**config.mk**
```make
export PLATFORM = sky130hd
export DESIGN_NAME = wb_timer_slave
export DESIGN_NICKNAME = d
export VERILOG_FILES = /design/src/rtl/wb_pkg.sv /design/src/rtl/wb_slave_if.sv /design/src/rtl/wb_timer_slave.sv
export SDC_FILE = /design/constraint.sdc
export NUM_CORES = 1
export LEC_CHECK = 0
export ABC_AREA = 1
export CAP_MARGIN = 20
export CORE_ASPECT_RATIO = 0.5
export CORE_MARGIN = 5
export CORE_UTILIZATION = 50
export CTS_CLUSTER_DIAMETER = 200
export CTS_CLUSTER_SIZE = 24
export DETAILED_ROUTE_END_ITERATION = 8
export GPL_ROUTABILITY_DRIVEN = 0
export MAX_ROUTING_LAYER = met4
export PLACE_DENSITY = 0.69
export SETUP_SLACK_MARGIN = 0.5
export SYNTH_ARGS = -nofsm -noshare
export SYNTH_HDL_FRONTEND = slang
export SYNTH_HIERARCHICAL = 1
export SYNTH_SLANG_ARGS = --single-unit
```
**constraint.sdc**
```tcl
create_clock -name clk_i -period 2.55 [get_ports clk_i]
set_input_delay 0.765 -clock clk_i [delete_from_list [all_inputs] [get_ports clk_i]]
set_output_delay 0.765 -clock clk_i [all_outputs]
set_load 0.02 [all_outputs]
```
**src/rtl/wb_pkg.sv**
```systemverilog
// Shared Wishbone constants: error data, peripheral tags, timer register map, byte-lane merge helper.
// Pure declarations, no logic; imported by all Wishbone responders.
package wb_pkg;

    localparam logic [31:0] WB_WRONG_DATA = 32'hDEAD_BEAF;

    localparam logic [2:0] TAG_RAM   = 3'd0;
    localparam logic [2:0] TAG_TIMER = 3'd1;
    localparam logic [2:0] TAG_UART  = 3'd2;
    localparam logic [2:0] TAG_SKIP  = 3'd4;

    typedef enum logic [2:0] {
        TMR_MTIME_LO    = 3'd0,
        TMR_MTIME_HI    = 3'd1,
        TMR_MTIMECMP_LO = 3'd2,
        TMR_MTIMECMP_HI = 3'd3,
        TMR_CTRL        = 3'd4,
        TMR_PRESCALER   = 3'd5,
        TMR_STATUS      = 3'd6,
        TMR_UNMAPPED    = 3'd7
    } tmr_reg_e;

    localparam int CTRL_CNT_EN = 0;
    localparam int CTRL_IRQ_EN = 1;

    function automatic logic [31:0] byte_merge(input logic [31:0] old_dat,
                                               input logic [31:0] new_dat,
                                               input logic [31:0] mask);
        return (old_dat & ~mask) | (new_dat & mask);
    endfunction

endpackage

```
**src/rtl/wb_slave_if.sv**
```systemverilog
// Generic Wishbone classic responder front end: request-valid, registered ack, byte-lane write mask.
// Latency: ack one cycle after a valid request, held one cycle; a continuous strobe is acked every other cycle.
module wb_slave_if #(
    parameter int DW = 32,
    parameter int SW = 4
) (
    input  logic          clk,
    input  logic          rst_n,
    input  logic          stb,
    input  logic          cyc,
    input  logic [SW-1:0] sel,
    output logic          req,
    output logic          ack,
    output logic [DW-1:0] wmask
);

    assign req = stb & cyc & ~ack;

    always_ff @(posedge clk or negedge rst_n) begin
        if (!rst_n) ack <= 1'b0;
        else        ack <= req;
    end

    always_comb begin
        wmask = '0;
        for (int i = 0; i < SW; i++) wmask[8*i +: 8] = {8{sel[i]}};
    end

endmodule

```
**src/rtl/wb_timer_slave.sv**
```systemverilog
// Machine timer responder: 64-bit prescaled MTIME, MTIMECMP, CTRL/STATUS, level irq when MTIME >= MTIMECMP.
// Latency: registered ack/data one cycle after request; no backpressure, every request is acked.
module wb_timer_slave
    import wb_pkg::*;
#(
    parameter int          WB_DATA_WIDTH   = 32,
    parameter int          WB_ADDR_WIDTH   = 32,
    parameter int          WB_SEL_WIDTH    = 4,
    parameter int unsigned PRESCALER_RESET = 0
) (
    input  logic                     clk_i,
    input  logic                     rst_n_i,
    input  logic [WB_ADDR_WIDTH-1:0] wb_addr_i,
    input  logic [WB_DATA_WIDTH-1:0] wb_data_i,
    input  logic                     wb_we_i,
    input  logic [WB_SEL_WIDTH-1:0]  wb_sel_i,
    input  logic                     wb_stb_i,
    input  logic                     wb_cyc_i,
    output logic                     wb_ack_o,
    output logic [WB_DATA_WIDTH-1:0] wb_data_o,
    output logic                     timer_irq_o
);

    logic                     req;
    logic [WB_DATA_WIDTH-1:0] wmask;
    logic                     wr, rd;
    tmr_reg_e                 offs;

    logic [63:0] mtime, mtime_nxt, mtimecmp;
    logic [1:0]  ctrl;
    logic [15:0] prescaler, pscnt, pscnt_nxt;
    logic [31:0] snap;
    logic [31:0] rd_mux, ctrl_wr, pre_wr;
    logic        tick, match;
    logic        unused_bits;

    wb_slave_if #(.DW(WB_DATA_WIDTH), .SW(WB_SEL_WIDTH)) u_if (
        .clk   (clk_i),
        .rst_n (rst_n_i),
        .stb   (wb_stb_i),
        .cyc   (wb_cyc_i),
        .sel   (wb_sel_i),
        .req   (req),
        .ack   (wb_ack_o),
        .wmask (wmask)
    );

    assign wr    = req & wb_we_i;
    assign rd    = req & ~wb_we_i;
    assign offs  = tmr_reg_e'(wb_addr_i[4:2]);
    assign tick  = ctrl[CTRL_CNT_EN] && (pscnt == prescaler);
    assign match = (mtime >= mtimecmp);

    assign ctrl_wr = byte_merge({30'd0, ctrl}, wb_data_i, wmask);
    assign pre_wr  = byte_merge({16'd0, prescaler}, wb_data_i, wmask);

    assign unused_bits = ^{wb_addr_i[WB_ADDR_WIDTH-1:5], wb_addr_i[1:0],
                           ctrl_wr[31:2], pre_wr[31:16]};

    // A bus write to either half wins outright: no increment or carry lands that cycle.
    always_comb begin
        mtime_nxt = tick ? mtime + 64'd1 : mtime;
        if (wr && offs == TMR_MTIME_LO)
            mtime_nxt = {mtime[63:32], byte_merge(mtime[31:0], wb_data_i, wmask)};
        else if (wr && offs == TMR_MTIME_HI)
            mtime_nxt = {byte_merge(mtime[63:32], wb_data_i, wmask), mtime[31:0]};
    end

    always_comb begin
        pscnt_nxt = pscnt;
        if (wr && offs == TMR_PRESCALER) pscnt_nxt = '0;
        else if (ctrl[CTRL_CNT_EN])      pscnt_nxt = tick ? 16'd0 : pscnt + 16'd1;
    end

    always_comb begin
        rd_mux = WB_WRONG_DATA;
        case (offs)
            TMR_MTIME_LO:    rd_mux = mtime[31:0];
            TMR_MTIME_HI:    rd_mux = snap;
            TMR_MTIMECMP_LO: rd_mux = mtimecmp[31:0];
            TMR_MTIMECMP_HI: rd_mux = mtimecmp[63:32];
            TMR_CTRL:        rd_mux = {30'd0, ctrl};
            TMR_PRESCALER:   rd_mux = {16'd0, prescaler};
            TMR_STATUS:      rd_mux = {31'd0, match};
            default:         rd_mux = WB_WRONG_DATA;
        endcase
    end

    always_ff @(posedge clk_i or negedge rst_n_i) begin
        if (!rst_n_i) begin
            mtime       <= '0;
            mtimecmp    <= '1;
            ctrl        <= '0;
            prescaler   <= 16'(PRESCALER_RESET);
            pscnt       <= '0;
            snap        <= '0;
            timer_irq_o <= 1'b0;
            wb_data_o   <= '0;
        end else begin
            mtime       <= mtime_nxt;
            pscnt       <= pscnt_nxt;
            timer_irq_o <= ctrl[CTRL_IRQ_EN] & match;
            wb_data_o   <= rd ? rd_mux : '0;
            // Low-half read freezes the high half so a following HI read is coherent.
            if (rd && offs == TMR_MTIME_LO) snap <= mtime[63:32];
            if (wr) begin
                case (offs)
                    TMR_MTIMECMP_LO: mtimecmp[31:0]  <= byte_merge(mtimecmp[31:0], wb_data_i, wmask);
                    TMR_MTIMECMP_HI: mtimecmp[63:32] <= byte_merge(mtimecmp[63:32], wb_data_i, wmask);
                    TMR_CTRL:        ctrl            <= ctrl_wr[1:0];
                    TMR_PRESCALER:   prescaler       <= pre_wr[15:0];
                    default: ;
                endcase
            end
        end
    end

endmodule

```
==> reports/qor.csv <==
stage,metric,value,unit
run_status,run_status,"finished, violations left",
run_status,violations,DRC,
worst_setup_path,crit_fanout,3,
clock_tree,cts_tree,built,
clock_tree,numCtsBuffers,13,
sta,finalSetupViolCount,0,
floorplan,ioPinCount,107,
logic_synthesis,syn_area,0.0156,mm2
clock_tree,cts_max_level,1,
worst_setup_path,crit_path_end_kind,register,
layout,multi_input_area,0.00886,mm2
worst_setup_path,path_class,register to register,
hold_path,min_path_type,primary input to async pin,
sta,fin_crit_sh,0.846,
floorplan,row_count,45,
layout,seq_area,0.00583,mm2
global_routing,grt_usage,0.326,
sta,slew-limit-headroom,0.622,
logic_synthesis,yosys_warnings,6,
drt,viasPerCell,5.84,
sta,hold_viol,0,
logic_synthesis,synth.net_count,2363,
placement,placed_cell_area,0.0176,mm2
global_routing,grt_max_degree,54,
worst_setup_path,r2r_cells,14,
pwr,p_clk_frac,0.223,
floorplan,fp.dieW,259,um
floorplan,start_util,0.510,
pwr,seqPwrFrac,0.469,
pwr,p_switching,0.00376,W
layout,fillCellCount,2747,
pwr,p_leak,8.39,nW
layout,drive_above_1_share,0.189,
logic_synthesis,ys_ff_latch,228,
layout,final_util,0.631,
placement,dpl.hpwl,41600,um
floorplan,die-area,0.0349,mm2
sta,slew_violations,0,
logic_synthesis,synthArstFlopShare,1.00,
logic_synthesis,yosysUniqueCellTypes,55,
layout,area.growth.synth_to_final,23.7,%
drt,wirelength,57700,um
clock_tree,cts_root_buf,clkbuf_16,
layout,nets,2527,
clock_tree,cts_hold_buffers,0,
layout,diodes,0,
drt,wl_per_cell,20.5,um
pwr,max-vdd-ir-drop,0.428,mV
pwr,intPower,0.00635,W
floorplan,core_area,0.0305,mm2
logic_synthesis,yosysSeqAreaShare,0.372,
flow_run,cap_violations,0,
placement,numPortBuffers,77,
clock_tree,clockBufferDepth,3,
layout,final_common_cell,nand2_1,
drt,final_antenna_net_count,0,
sta,fmax,0.463,GHz
floorplan,dieHeight,135,um
global_routing,grt_pass1_vias,14900,
pwr,powerDensity,525,mW/mm2
logic_synthesis,synth_flop_cell,dfrtp_1,
worst_setup_path,required,2.98,ns
drt,drc,5,
drt,route.vias.total,16400,
logic_synthesis,synth_top_area_cell,dfrtp_1,
logic_synthesis,syn_inst,2224,
clock_tree,clk-insertion-delay-late,0.52,ns
clock_tree,clk_pin_slew_worst_paths,0.11,ns
worst_setup_path,r2r_setup_slack,0.39,ns
worst_setup_path,startpoint_type,register,
global_routing,antenna_found_initial,0,
sta,skew,0.0357,ns
worst_setup_path,timing.rr.end,wb_data_o[0],
logic_synthesis,synth_edf_count,0,
logic_synthesis,yosysTopAreaCellShare,0.264,
sta,worst_pin_slew,0.562,ns
logic_synthesis,syn_avg_cell_area,6.99,um2
pwr,p_comb_frac,0.308,
worst_setup_path,worst-endpoint-arrival,2.59,ns
sta,rsz0062_at_grt,true,
layout,layout_common_cells,"668 x nand2_1, 244 x inv_1, 179 x o21ai_0",
layout,final_area,0.0192,mm2
global_routing,gr-total-overflow,0,
sta,finalWorstPathRequiredPeriod,2.16,ns
pwr,swShare,0.372,
logic_synthesis,synthTopCellsByArea,"dfrtp_1 26%, nand2_1 17%, dfstp_2 11%",
global_routing,grt_pass1_wl,86800,um
drt,drtIter0Drc,2250,
drt,drt_pass1_iterations,9,
clock_tree,clkSinkCount,228,
[through the flow]
stage	cells	setup TNS (ns)	setup slack (ns)	power [W]	hold WS, ns
finish	2815	0	0.392	0.0101	0.157
floorplan	2224	0	0.515	0.00625	0.453
detailed placement	2744	-7.27	-0.131	0.00740	0.473
CTS	2782	0	0.359	0.00982	0.151
global placement	2744	-3.65	-0.112	0.00733	0.468
global route	2815	0	0.296	0.0106	0.168
[worst max path at each step]
| stage | start | end | slack (ns) | cells past startpoint |
|---|---|---|---|---|
| floorplan | wb_stb_i | register | 0.52 | 12 |
| global placement | wb_addr_i[4] | register | -0.11 | 11 |
| detailed placement | wb_stb_i | register | -0.13 | 12 |
| CTS | register | wb_data_o[0] | 0.36 | 11 |
| global route | register | wb_data_o[0] | 0.30 | 14 |
| finish | register | wb_data_o[0] | 0.39 | 14 |
[timing repair]
item | 4_1_cts | 5_1_grt
pin swaps | 14 | 30
endpoints found under the setup margin | 147 | 162
gates resized for setup | 104 | 143
cloned | 5 | 3
buffers inserted | 14 | 30
hold endpoints to repair | 0 | 0
[per-layer routing]
metal  share of wire  global-route usage  up-vias
met5               0                   -        -
met4           0.046              0.0962        0
met3            0.13              0.0800      217
met2            0.40               0.458     1040
met1            0.42               0.467     7610
li1                -                   -     7575
[cell families after synthesis]
logic type	Yosys count	share of synthesized area
flip-flops	228	0.372
adder cells (fa/ha/maj)	66	0.0531
AO/OA/AOI/OAI	371	0.134
multiplexers	1	0.000724
AND/OR/NAND/NOR	1172	0.324
XOR/XNOR	27	0.0152
buffers and inverters	359	0.101
[power by group through the flow]
stage	clock network [W]	logic (W)	registers [W]
4_1_cts	0.00229	0.00285	0.00468
3_5_place_dp	0	0.00268	0.00473
6_report	0.00226	0.00311	0.00474
2_1_floorplan	0	0.00168	0.00456
3_3_place_gp	0	0.00261	0.00472
5_1_grt	0.00240	0.00345	0.00478
[cells in the mapped netlist, types with 18 or more instances]
library cell / number
a221oi_1: 23
ha_1: 66
dfrtp_1: 164
buf_4: 42
o22ai_1: 19
nand3b_1: 18
nand2_1: 685
inv_1: 249
clkbuf_1: 19
nor2_1: 181
buf_2: 30
nand4_1: 28
nor3_1: 44
dfstp_2: 64
o21ai_0: 182
nand3_1: 156
o21ai_1: 26
a21oi_1: 80
xor2_1: 24
[area by class of cell]
class,count,area share
well taps,423,0.0275
clock inverters,1,0.000845
flip-flops and latches,228,0.303
inverters,262,0.0521
clock buffers,18,0.0179
multi-input cells,1637,0.460
repair buffers,246,0.139
[worst max-delay path, cell delays in order, from the launching register on]
cell     delay [ns]
dfstp_2        0.58
inv_1          0.05
ha_1           0.30
nand2_1        0.09
nor2_2         0.17
nand2_2        0.11
nor2_2         0.14
nand2_1        0.08
nand2_2        0.08
nor2_4         0.06
nand2_2        0.10
nand2_4        0.07
nand2_2        0.06
nand2_2        0.05
a21oi_2        0.13
Note: power is estimated with default switching activity, not from simulation.
